--- config.mk ---
export PLATFORM = sky130hd
export DESIGN_NAME = ifetch_queue_flat
export DESIGN_NICKNAME = d
export VERILOG_FILES = /design/src/rtl/ifetch_queue_if.sv /design/src/rtl/ifetch_queue.sv /design/src/flat_wrapper.sv
export SDC_FILE = /design/constraint.sdc
export NUM_CORES = 1
export LEC_CHECK = 0
export ABC_AREA = 0
export CORE_MARGIN = 1
export CORE_UTILIZATION = 54
export DETAILED_ROUTE_END_ITERATION = 16
export PLACE_DENSITY = 0.92
export SETUP_SLACK_MARGIN = 0.5
export SYNTH_ARGS = -nofsm -noshare
export SYNTH_HDL_FRONTEND = slang
export SYNTH_SLANG_ARGS = --single-unit
--- constraint.sdc ---
create_clock -name clk -period 3.74 [get_ports clk]
set_clock_uncertainty 0.15 [all_clocks]
set_input_delay 0.561 -clock clk [delete_from_list [all_inputs] [get_ports clk]]
set_output_delay 0.561 -clock clk [all_outputs]
set_load 0.02 [all_outputs]
--- src/rtl/ifetch_queue_if.sv ---
// ifetch_queue_if: signal bundle for the prefetching instruction-fetch queue.
// Ports (as members):
//   entry_point, redirect, redirect_pc        - boot address and control-flow redirect
//   mem_req, mem_addr, mem_gnt                 - instruction memory request/grant
//   mem_rvalid, mem_rdata                      - in-order memory responses
//   ins_valid, ins, ins_pc, ins_pcp4, ins_ready - instruction stream to decode
// master: the fetch unit; slave: memory plus consumer side.
interface ifetch_queue_if;
    logic        redirect;
    logic [31:0] entry_point;
    logic [31:0] redirect_pc;
    logic        mem_req;
    logic [31:0] mem_addr;
    logic        mem_gnt;
    logic        mem_rvalid;
    logic [31:0] mem_rdata;
    logic        ins_valid;
    logic [31:0] ins;
    logic [31:0] ins_pc;
    logic [31:0] ins_pcp4;
    logic        ins_ready;

    modport master (
        input  entry_point, redirect, redirect_pc, mem_gnt, mem_rvalid, mem_rdata, ins_ready,
        output mem_req, mem_addr, ins_valid, ins, ins_pc, ins_pcp4
    );

    modport slave (
        output entry_point, redirect, redirect_pc, mem_gnt, mem_rvalid, mem_rdata, ins_ready,
        input  mem_req, mem_addr, ins_valid, ins, ins_pc, ins_pcp4
    );
endinterface

--- src/rtl/ifetch_queue.sv ---
// ifetch_queue: prefetching instruction fetch front end with an in-order FIFO.
// Ports:
//   clk   - clock, all state updates on rising edge
//   rst_n - synchronous active-low reset, loads fetch PC from bus.entry_point
//   bus   - ifetch_queue_if.master: memory request/grant/response port,
//           redirect control and valid/ready instruction output with PC/PC+4
module ifetch_queue #(
    parameter int DEPTH = 4
) (
    input  logic           clk,
    input  logic           rst_n,
    ifetch_queue_if.master bus
);
    localparam int PW = $clog2(DEPTH);
    localparam int CW = PW + 1;
    localparam logic [CW:0] LIMIT = DEPTH[CW:0];

    typedef enum logic [1:0] {BOOT, RUN, FLUSH} state_t;

    state_t        state_q, state_d;
    logic [31:0]   fetch_pc_q, fetch_pc_d;
    logic [31:0]   tag_pc_q, tag_pc_d;
    logic [CW-1:0] count_q, count_d;
    logic [CW-1:0] out_q, out_d;
    logic [CW-1:0] disc_q, disc_d;
    logic [PW-1:0] wr_q, wr_d;
    logic [PW-1:0] rd_q, rd_d;
    logic [31:0]   data_q [DEPTH];
    logic [31:0]   pc_q [DEPTH];
    logic          req, gnt, rsp, push, pop, valid;
    logic [CW:0]   credit;
    logic [31:0]   redir_pc;

    // Credits cover both in-flight and buffered words, so a response can never hit a full FIFO.
    assign credit   = {1'b0, out_q} + {1'b0, count_q};
    assign valid    = count_q != '0;
    assign redir_pc = {bus.redirect_pc[31:2], 2'b00};

    always_comb begin
        // Gating with rst_n keeps memory from accepting a request the reset is about to forget.
        req        = rst_n && state_q == RUN && !bus.redirect && credit < LIMIT;
        gnt        = req && bus.mem_gnt;
        rsp        = bus.mem_rvalid && out_q != '0;
        push       = rsp && disc_q == '0 && !bus.redirect;
        pop        = valid && bus.ins_ready;
        out_d      = out_q + CW'(gnt) - CW'(rsp);
        count_d    = count_q + CW'(push) - CW'(pop);
        disc_d     = (rsp && disc_q != '0) ? disc_q - 1'b1 : disc_q;
        fetch_pc_d = gnt ? fetch_pc_q + 32'd4 : fetch_pc_q;
        // Responses are in order and stale ones are discarded, so the tag is just a running PC.
        tag_pc_d   = push ? tag_pc_q + 32'd4 : tag_pc_q;
        wr_d       = push ? wr_q + 1'b1 : wr_q;
        rd_d       = pop ? rd_q + 1'b1 : rd_q;
        state_d    = (state_q == BOOT || (state_q == FLUSH && disc_d == '0)) ? RUN : state_q;
        if (bus.redirect) begin
            // Everything still in flight after this cycle belongs to the old path.
            fetch_pc_d = redir_pc;
            tag_pc_d   = redir_pc;
            disc_d     = out_d;
            count_d    = '0;
            wr_d       = '0;
            rd_d       = '0;
            state_d    = out_d != '0 ? FLUSH : RUN;
        end
    end

    always_ff @(posedge clk) begin
        if (!rst_n) begin
            state_q    <= BOOT;
            fetch_pc_q <= {bus.entry_point[31:2], 2'b00};
            tag_pc_q   <= {bus.entry_point[31:2], 2'b00};
            count_q    <= '0;
            out_q      <= '0;
            disc_q     <= '0;
            wr_q       <= '0;
            rd_q       <= '0;
        end else begin
            state_q    <= state_d;
            fetch_pc_q <= fetch_pc_d;
            tag_pc_q   <= tag_pc_d;
            count_q    <= count_d;
            out_q      <= out_d;
            disc_q     <= disc_d;
            wr_q       <= wr_d;
            rd_q       <= rd_d;
        end
    end

    always_ff @(posedge clk) begin
        if (push) begin
            data_q[wr_q] <= bus.mem_rdata;
            pc_q[wr_q]   <= tag_pc_q;
        end
    end

    assign bus.mem_req   = req;
    assign bus.mem_addr  = fetch_pc_q;
    assign bus.ins_valid = valid;
    assign bus.ins       = valid ? data_q[rd_q] : '0;
    assign bus.ins_pc    = valid ? pc_q[rd_q] : '0;
    assign bus.ins_pcp4  = valid ? pc_q[rd_q] + 32'd4 : '0;
endmodule

--- src/flat_wrapper.sv ---
// flat-port wrapper written by rule: the top's interface ports become plain ports
module ifetch_queue_flat 
#(
    parameter int DEPTH = 4
)
  (clk, rst_n, bus_entry_point, bus_redirect, bus_redirect_pc, bus_mem_gnt, bus_mem_rvalid, bus_mem_rdata, bus_ins_ready, bus_mem_req, bus_mem_addr, bus_ins_valid, bus_ins, bus_ins_pc, bus_ins_pcp4);
  ifetch_queue_if bus_i ();
  input  logic clk;
  input  logic rst_n;
  input wire logic [$bits(bus_i.entry_point)-1:0] bus_entry_point;
  input wire logic [$bits(bus_i.redirect)-1:0] bus_redirect;
  input wire logic [$bits(bus_i.redirect_pc)-1:0] bus_redirect_pc;
  input wire logic [$bits(bus_i.mem_gnt)-1:0] bus_mem_gnt;
  input wire logic [$bits(bus_i.mem_rvalid)-1:0] bus_mem_rvalid;
  input wire logic [$bits(bus_i.mem_rdata)-1:0] bus_mem_rdata;
  input wire logic [$bits(bus_i.ins_ready)-1:0] bus_ins_ready;
  output wire logic [$bits(bus_i.mem_req)-1:0] bus_mem_req;
  output wire logic [$bits(bus_i.mem_addr)-1:0] bus_mem_addr;
  output wire logic [$bits(bus_i.ins_valid)-1:0] bus_ins_valid;
  output wire logic [$bits(bus_i.ins)-1:0] bus_ins;
  output wire logic [$bits(bus_i.ins_pc)-1:0] bus_ins_pc;
  output wire logic [$bits(bus_i.ins_pcp4)-1:0] bus_ins_pcp4;
  assign bus_i.entry_point = bus_entry_point;
  assign bus_i.redirect = bus_redirect;
  assign bus_i.redirect_pc = bus_redirect_pc;
  assign bus_i.mem_gnt = bus_mem_gnt;
  assign bus_i.mem_rvalid = bus_mem_rvalid;
  assign bus_i.mem_rdata = bus_mem_rdata;
  assign bus_i.ins_ready = bus_ins_ready;
  assign bus_mem_req = bus_i.mem_req;
  assign bus_mem_addr = bus_i.mem_addr;
  assign bus_ins_valid = bus_i.ins_valid;
  assign bus_ins = bus_i.ins;
  assign bus_ins_pc = bus_i.ins_pc;
  assign bus_ins_pcp4 = bus_i.ins_pcp4;
  ifetch_queue #(.DEPTH(DEPTH)) u_core (.clk(clk), .rst_n(rst_n), .bus(bus_i));
endmodule
=== Word-level counts from Yosys, hierarchy flattened ===
Memories as Yosys holds them, arrays and structs flattened. A register that Yosys moved wholly into a read port is not among the register bits.
Index checks and enable logic that the tools add are counted.

* Register bits: 79
* RAM bits: 256
* Input port bits: 102
* Output and inout bits: 130
* Word-level logic and storage cells: 70
* Memories: 2

{| class="wikitable"
|+ Memories
! memory !! words !! bits a word !! read ports !! clocked after memory_dff !! wr ports !! RTL line !! text
|-
| u_core.data_q || 4 || 32 || 1 || 1 || 1 || ifetch_queue.sv:28 || <nowiki>logic [31:0] data_q [DEPTH];</nowiki>
|-
| u_core.pc_q || 4 || 32 || 1 || 1 || 1 || ifetch_queue.sv:29 || <nowiki>logic [31:0] pc_q [DEPTH];</nowiki>
|}

* Add/subtract/negate cells: 11
* Magnitude comparators: 1
* Equality and inequality tests: 4
* Muxes and demuxes: 20
* Bitwise logic cells: 1
* Reduce and logical (&&, ||, !) cells: 21

{| class="wikitable"
|+ Operator list
! operator !! number
|-
| $mux W32 || 9
|-
| $add A32 B3 Y32 const B || 3
|-
| $mux W2 || 7
|-
| $reduce_bool A3 Y1 || 4
|-
| $logic_and A1 B1 Y1 || 10
|-
| $add A3 B1 Y3 || 2
|-
| $logic_not A3 Y1 || 2
|-
| $mux W3 || 2
|-
| $ne A3 B1 Y1 const B || 2
|-
| $sub A3 B1 Y3 || 2
|-
| $add A2 B1 Y2 const B || 2
|-
| $add A3 B3 Y4 || 1
|-
| $lt A4 B3 Y1 const B || 1
|-
| $sub A3 B1 Y3 const B || 1
|-
| $eq A2 B1 Y1 const B || 1
|-
| $eq A2 B2 Y1 const B || 1
|-
| $logic_not A2 Y1 || 1
|-
| $mux W1 || 2
|-
| $reduce_bool A2 Y1 || 1
|-
| $reduce_or A2 Y1 || 1
|-
| $logic_not A1 Y1 || 1
|-
| $logic_or A1 B1 Y1 || 1
|-
| $not A1 Y1 || 1
|}

=== Logic depth before layout (Yosys ltp) ===
* Depth after elaboration: 10
* Depth in mapped cells: 13
* Mapped depth without buffers: 13

=== Worst setup path before layout ===
Ideal clock, no wire load.

* Path kind: input to register
* From: input bus_redirect
* To: register u_core.state_q[1]
* Setup time: 115 ps
* Arrival time: 3155 ps
* Data required time: 3475 ps
* Path slack: 321 ps
* Cell stages on the path: 13
* Path buffers: 0
* Path through: nand2b_1 > or3_1 > or4_1 > a31oi_1 > and2_1 > ha_1 > inv_1 > fa_1 > xnor2_1 > xnor2_1 > nor2_1 > nor2_1 > o21a_1

* Cells in the longest elaborated chain, start to end: 9
* Elaborated cells between the ends (all ways): 10
* Classes of those cells: 2 x add/sub; 2 x mux; 6 x reduce/logical

{| class="wikitable"
|+ RTL lines
! element !! RTL line !! text
|-
| start: declaration || flat_wrapper.sv:11 || <nowiki>input wire logic [$bits(bus_i.redirect)-1:0] bus_redirect;</nowiki>
|-
| $logic_not A1 Y1 || ifetch_queue.sv:41 || <nowiki>req = rst_n && state_q == RUN && !bus.redirect && credit < LIMIT;</nowiki>
|-
| $logic_and A1 B1 Y1 (2 in a row) || ifetch_queue.sv:41 ||
|-
| via bus_mem_req || flat_wrapper.sv:17 || <nowiki>output wire logic [$bits(bus_i.mem_req)-1:0] bus_mem_req;</nowiki>
|-
| $logic_and A1 B1 Y1 || ifetch_queue.sv:42 || <nowiki>gnt = req && bus.mem_gnt;</nowiki>
|-
| $add A3 B1 Y3 || ifetch_queue.sv:46 || <nowiki>out_d = out_q + CW'(gnt) - CW'(rsp);</nowiki>
|-
| $sub A3 B1 Y3 || ifetch_queue.sv:46 ||
|-
| $reduce_bool A3 Y1 || ifetch_queue.sv:63 || <nowiki>state_d = out_d != '0 ? FLUSH : RUN;</nowiki>
|-
| $mux W2 || ifetch_queue.sv:63 ||
|-
| $mux W2 || ifetch_queue.sv:55 || <nowiki>if (bus.redirect) begin</nowiki>
|-
| end signal: assignment || ifetch_queue.sv:78 || <nowiki>state_q <= state_d;</nowiki>
|-
| end: declaration || ifetch_queue.sv:20 || <nowiki>state_t state_q, state_d;</nowiki>
|}

The timed path passes the listed nets, and every way through them passes these cells.
A chain may end at the register's enable or synchronous reset.

==> flow_metrics.tcl <==
set metrics [dict create \
    run_status "finished, final reports clean" \
    placed_cell_area_um2 17500 \
    crit_fanout 8 \
    critPathBufInv 3 \
    ys.flop_type "edfxtp_1" \
    crit_family "simple AND/OR/NAND/NOR gates" \
    port_buffers 221 \
    ant_nets 0 \
    cts_tree "built" \
    grt_max_degree 65 \
    power_w 0.00968 \
    worst_path_max_delay_cell "mux4_2" \
    drt-pass1-iter-count 5 \
    rows 60 \
    synth_edf_count 308 \
    h-tree-depth 2 \
    track_usage 0.241 \
    clkSinkCount 325 \
    clock_latency_ns 0.51 \
    slew_headroom 0.591 \
    ys_types 58 \
    r2r-end "u_core.state_q[0]" \
    avgSynthCellArea_um2 14.5 \
    cellPowerDensity_nw_per_um2 503 \
    die-area_um2 28100 \
    grt-ovfl-total 0 \
    clockRootBuffer "clkbuf_16" \
    fin_crit_sh 0.946 \
    clkTransAtPathRegs_ns 0.06 \
    worstSetupEndpointType "primary output" \
    drc_errors 0 \
    r2r-start "u_core.out_q[1]" \
    cts_max_path_buffers 3 \
    finalSetupViolCount 0 \
    yosys.area.top_type_share 0.624 \
    drive_gt1_frac 0.195 \
    syn_area_um2 14800 \
    hold_start "u_core.wr_q[1]" \
    vias_per_cell 5.75 \
    cts_made_buffers 34 \
    reg2regPathDepth 12 \
    gp_congestion 0.854 \
    netlist_top_cells_area "edfxtp_1 (62%), mux4_2 (8.8%), and2_1 (3.1%)" \
    clock.fmax_ghz 0.283 \
    tightest_slew_ns 0.607 \
    synthArstFlopShare 0 \
    synthTopCellsByCount "edfxtp_1 (308), nor2_1 (84), o21ai_0 (84)" \
    yosys_warnings 0 \
    drv_cap 0 \
    ys_seq_elements 325 \
    worstHoldPathType "flip-flop to flip-flop" \
    antenna_cells 0 \
    io_pins 232 \
    holdPathEnd "u_core.wr_q[1]" \
    drtIter0Drc 1019 \
    crit_arrival_ns 2.83 \
    critPathKind "flip-flop to primary output" \
    slowest_delay_ns 0.41 \
    final_core_util 0.714 \
    power_leakage_nw 7.20 \
    via_count 9564 \
    design.core.area_um2 27000 \
    hold_viol 0 \
    yosysTopAreaCell "edfxtp_1" \
    fillers 1683 \
    dp.cells 1567 \
    syn_to_final_growth_pct 29.7 \
    fin_cells 1662 \
    yosysSeqAreaShare 0.647 \
    design_area_um2 19200 \
    holdPathStages 2 \
    place_hpwl_um 21500 \
    min_period_ns 3.54 \
    yosysMostFrequentCell "edfxtp_1" \
    startpoint_type "flip-flop" \
    grt_pass1_wl_um 51900 \
    die_x_um 168 \
    ff2ff_setup_slack_ns 0.66 \
    drv_slew 0 \
    crit_path_cell_trace "buf_4 -> clkbuf_16 -> mux4_2 -> nand4_2 -> nor2_2 -> nand3_4 -> or4_1 -> nand2_1 -> buf_6" \
    crit_required_ns 3.03 \
    grt_antenna_before_repair 0 \
    wl_um 34100 \
    grt_pass1_vias 9605 \
    fp.dieH_um 168 \
    initial_core_util 0.550 \
    rsz0062_at_grt "true" \
    routedWlPerCell_um 20.5 \
    nets 1415 \
    ir_worst_vdd_v 0.000277 \
    synth_cells 1020 \
]
## layout by cell type (no fill, tap or decap), types with 5 or more instances in the layout
cell	n
buf_6	16
xor2_1	46
or3_1	6
dlygate4sd2_1	23
dlymetal6s2s_1	32
and2_1	67
a21oi_1	18
inv_1	22
nand3_1	18
clkbuf_16	40
mux4_2	62
nor2b_1	13
xnor2_1	34
nand4_1	18
and2_2	6
clkdlybuf4s50_1	137
nor3_1	11
edfxtp_1	308
nand2_1	41
and3_1	8
nand2b_1	21
clkinv_1	5
o21ai_0	83
buf_4	64
ha_1	14
buf_12	8
dfxtp_1	13
clkbuf_1	9
nor2_1	81
conb_1	6
## per-layer routing
metal  part of all wire  track usage  vias up
li1                   -            -     4358
met1               0.42        0.326     4685
met2               0.49        0.410      475
met3              0.077       0.0373       46
met4              0.018       0.0594        0
met5                  0            0        -
## what timing repair did
item,in CTS,in global routing
endpoints found under the setup margin,92,63
buffers inserted,17,15
pin swaps,15,34
cloned,0,2
hold buffers,0,0
resized for setup,168,101
## worst register-to-register path, stage by stage (launching register included)
cell     delay [ns]
dfxtp_4        0.36
ha_1           0.19
or3_1          0.37
or4_4          0.43
a31oi_4        0.16
and2_4         0.16
ha_1           0.13
inv_1          0.05
fa_2           0.33
xnor2_1        0.14
xnor2_1        0.26
o21ai_1        0.10
o311a_1        0.15
## power by group
part	leakage (nW)	switching (W)	internal (W)
registers	3.00	0.000218	0.00428
logic	3.63	0.000890	0.000768
clock network	0.570	0.00135	0.00217
total	7.20	0.00246	0.00722
## flip-flops by register name, indices dropped and copies added, names as in the netlist, named ones only
| register | count |
|---|---|
| u_core.count_q | 3 |
| u_core.data_q | 128 |
| u_core.pc_q | 120 |
| u_core.rd_q | 2 |
| u_core.disc_q | 3 |
| u_core.wr_q | 2 |
| u_core.state_q | 2 |
| u_core.out_q | 3 |
| u_core.tag_pc_q | 30 |
| u_core.bus.mem_addr | 30 |
## cells by family after synthesis
logic type | count (synthesis) | synth area share
AOI/OAI and AO/OA | 122 | 0.0447
xor gates and xnor gates | 81 | 0.0479
adders and majority gates | 17 | 0.0154
buffers and inverters | 75 | 0.0256
DFF | 325 | 0.647
muxes | 64 | 0.0966
other | 1 | 0.000253
and+or+nand+nor | 335 | 0.123
## per-stage QoR
step	setup slack [ns]	setup TNS, ns	hold WS [ns]
2_1_floorplan	0.499	0	0.319
3_3_place_gp	-0.0122	-0.0122	0.336
3_5_place_dp	-0.0842	-0.130	0.360
4_1_cts	0.156	0	0.368
5_1_grt	0.0890	0	0.399
6_report	0.202	0	0.360
## cell type report
| class | instances | area [µm²] | area share |
|---|---|---|---|
| tap | 341 | 427 | 0.0222 |
| clock buffer | 48 | 1010 | 0.0525 |
| timing repair buffer | 287 | 2900 | 0.151 |
| multi-input combinational | 625 | 5030 | 0.262 |
| sequential | 325 | 9600 | 0.499 |
| clock inverter | 13 | 171 | 0.00891 |
| inverter | 23 | 90.1 | 0.00468 |
## how the worst max path moves through the flow
stage | startpoint | end | slack [ns] | cells past startpoint
2_1_floorplan | bus_redirect | u_core.state_q[1] | 0.50 | 13
5_1_grt | flip-flop | bus_ins_pcp4[28] | 0.09 | 9
3_5_place_dp | bus_redirect | u_core.state_q[0] | -0.08 | 13
6_report | flip-flop | bus_ins_pcp4[30] | 0.20 | 9
3_3_place_gp | bus_redirect | u_core.state_q[0] | -0.01 | 13
4_1_cts | flip-flop | bus_ins_pcp4[30] | 0.16 | 9
(Power assumes the default switching activity.)
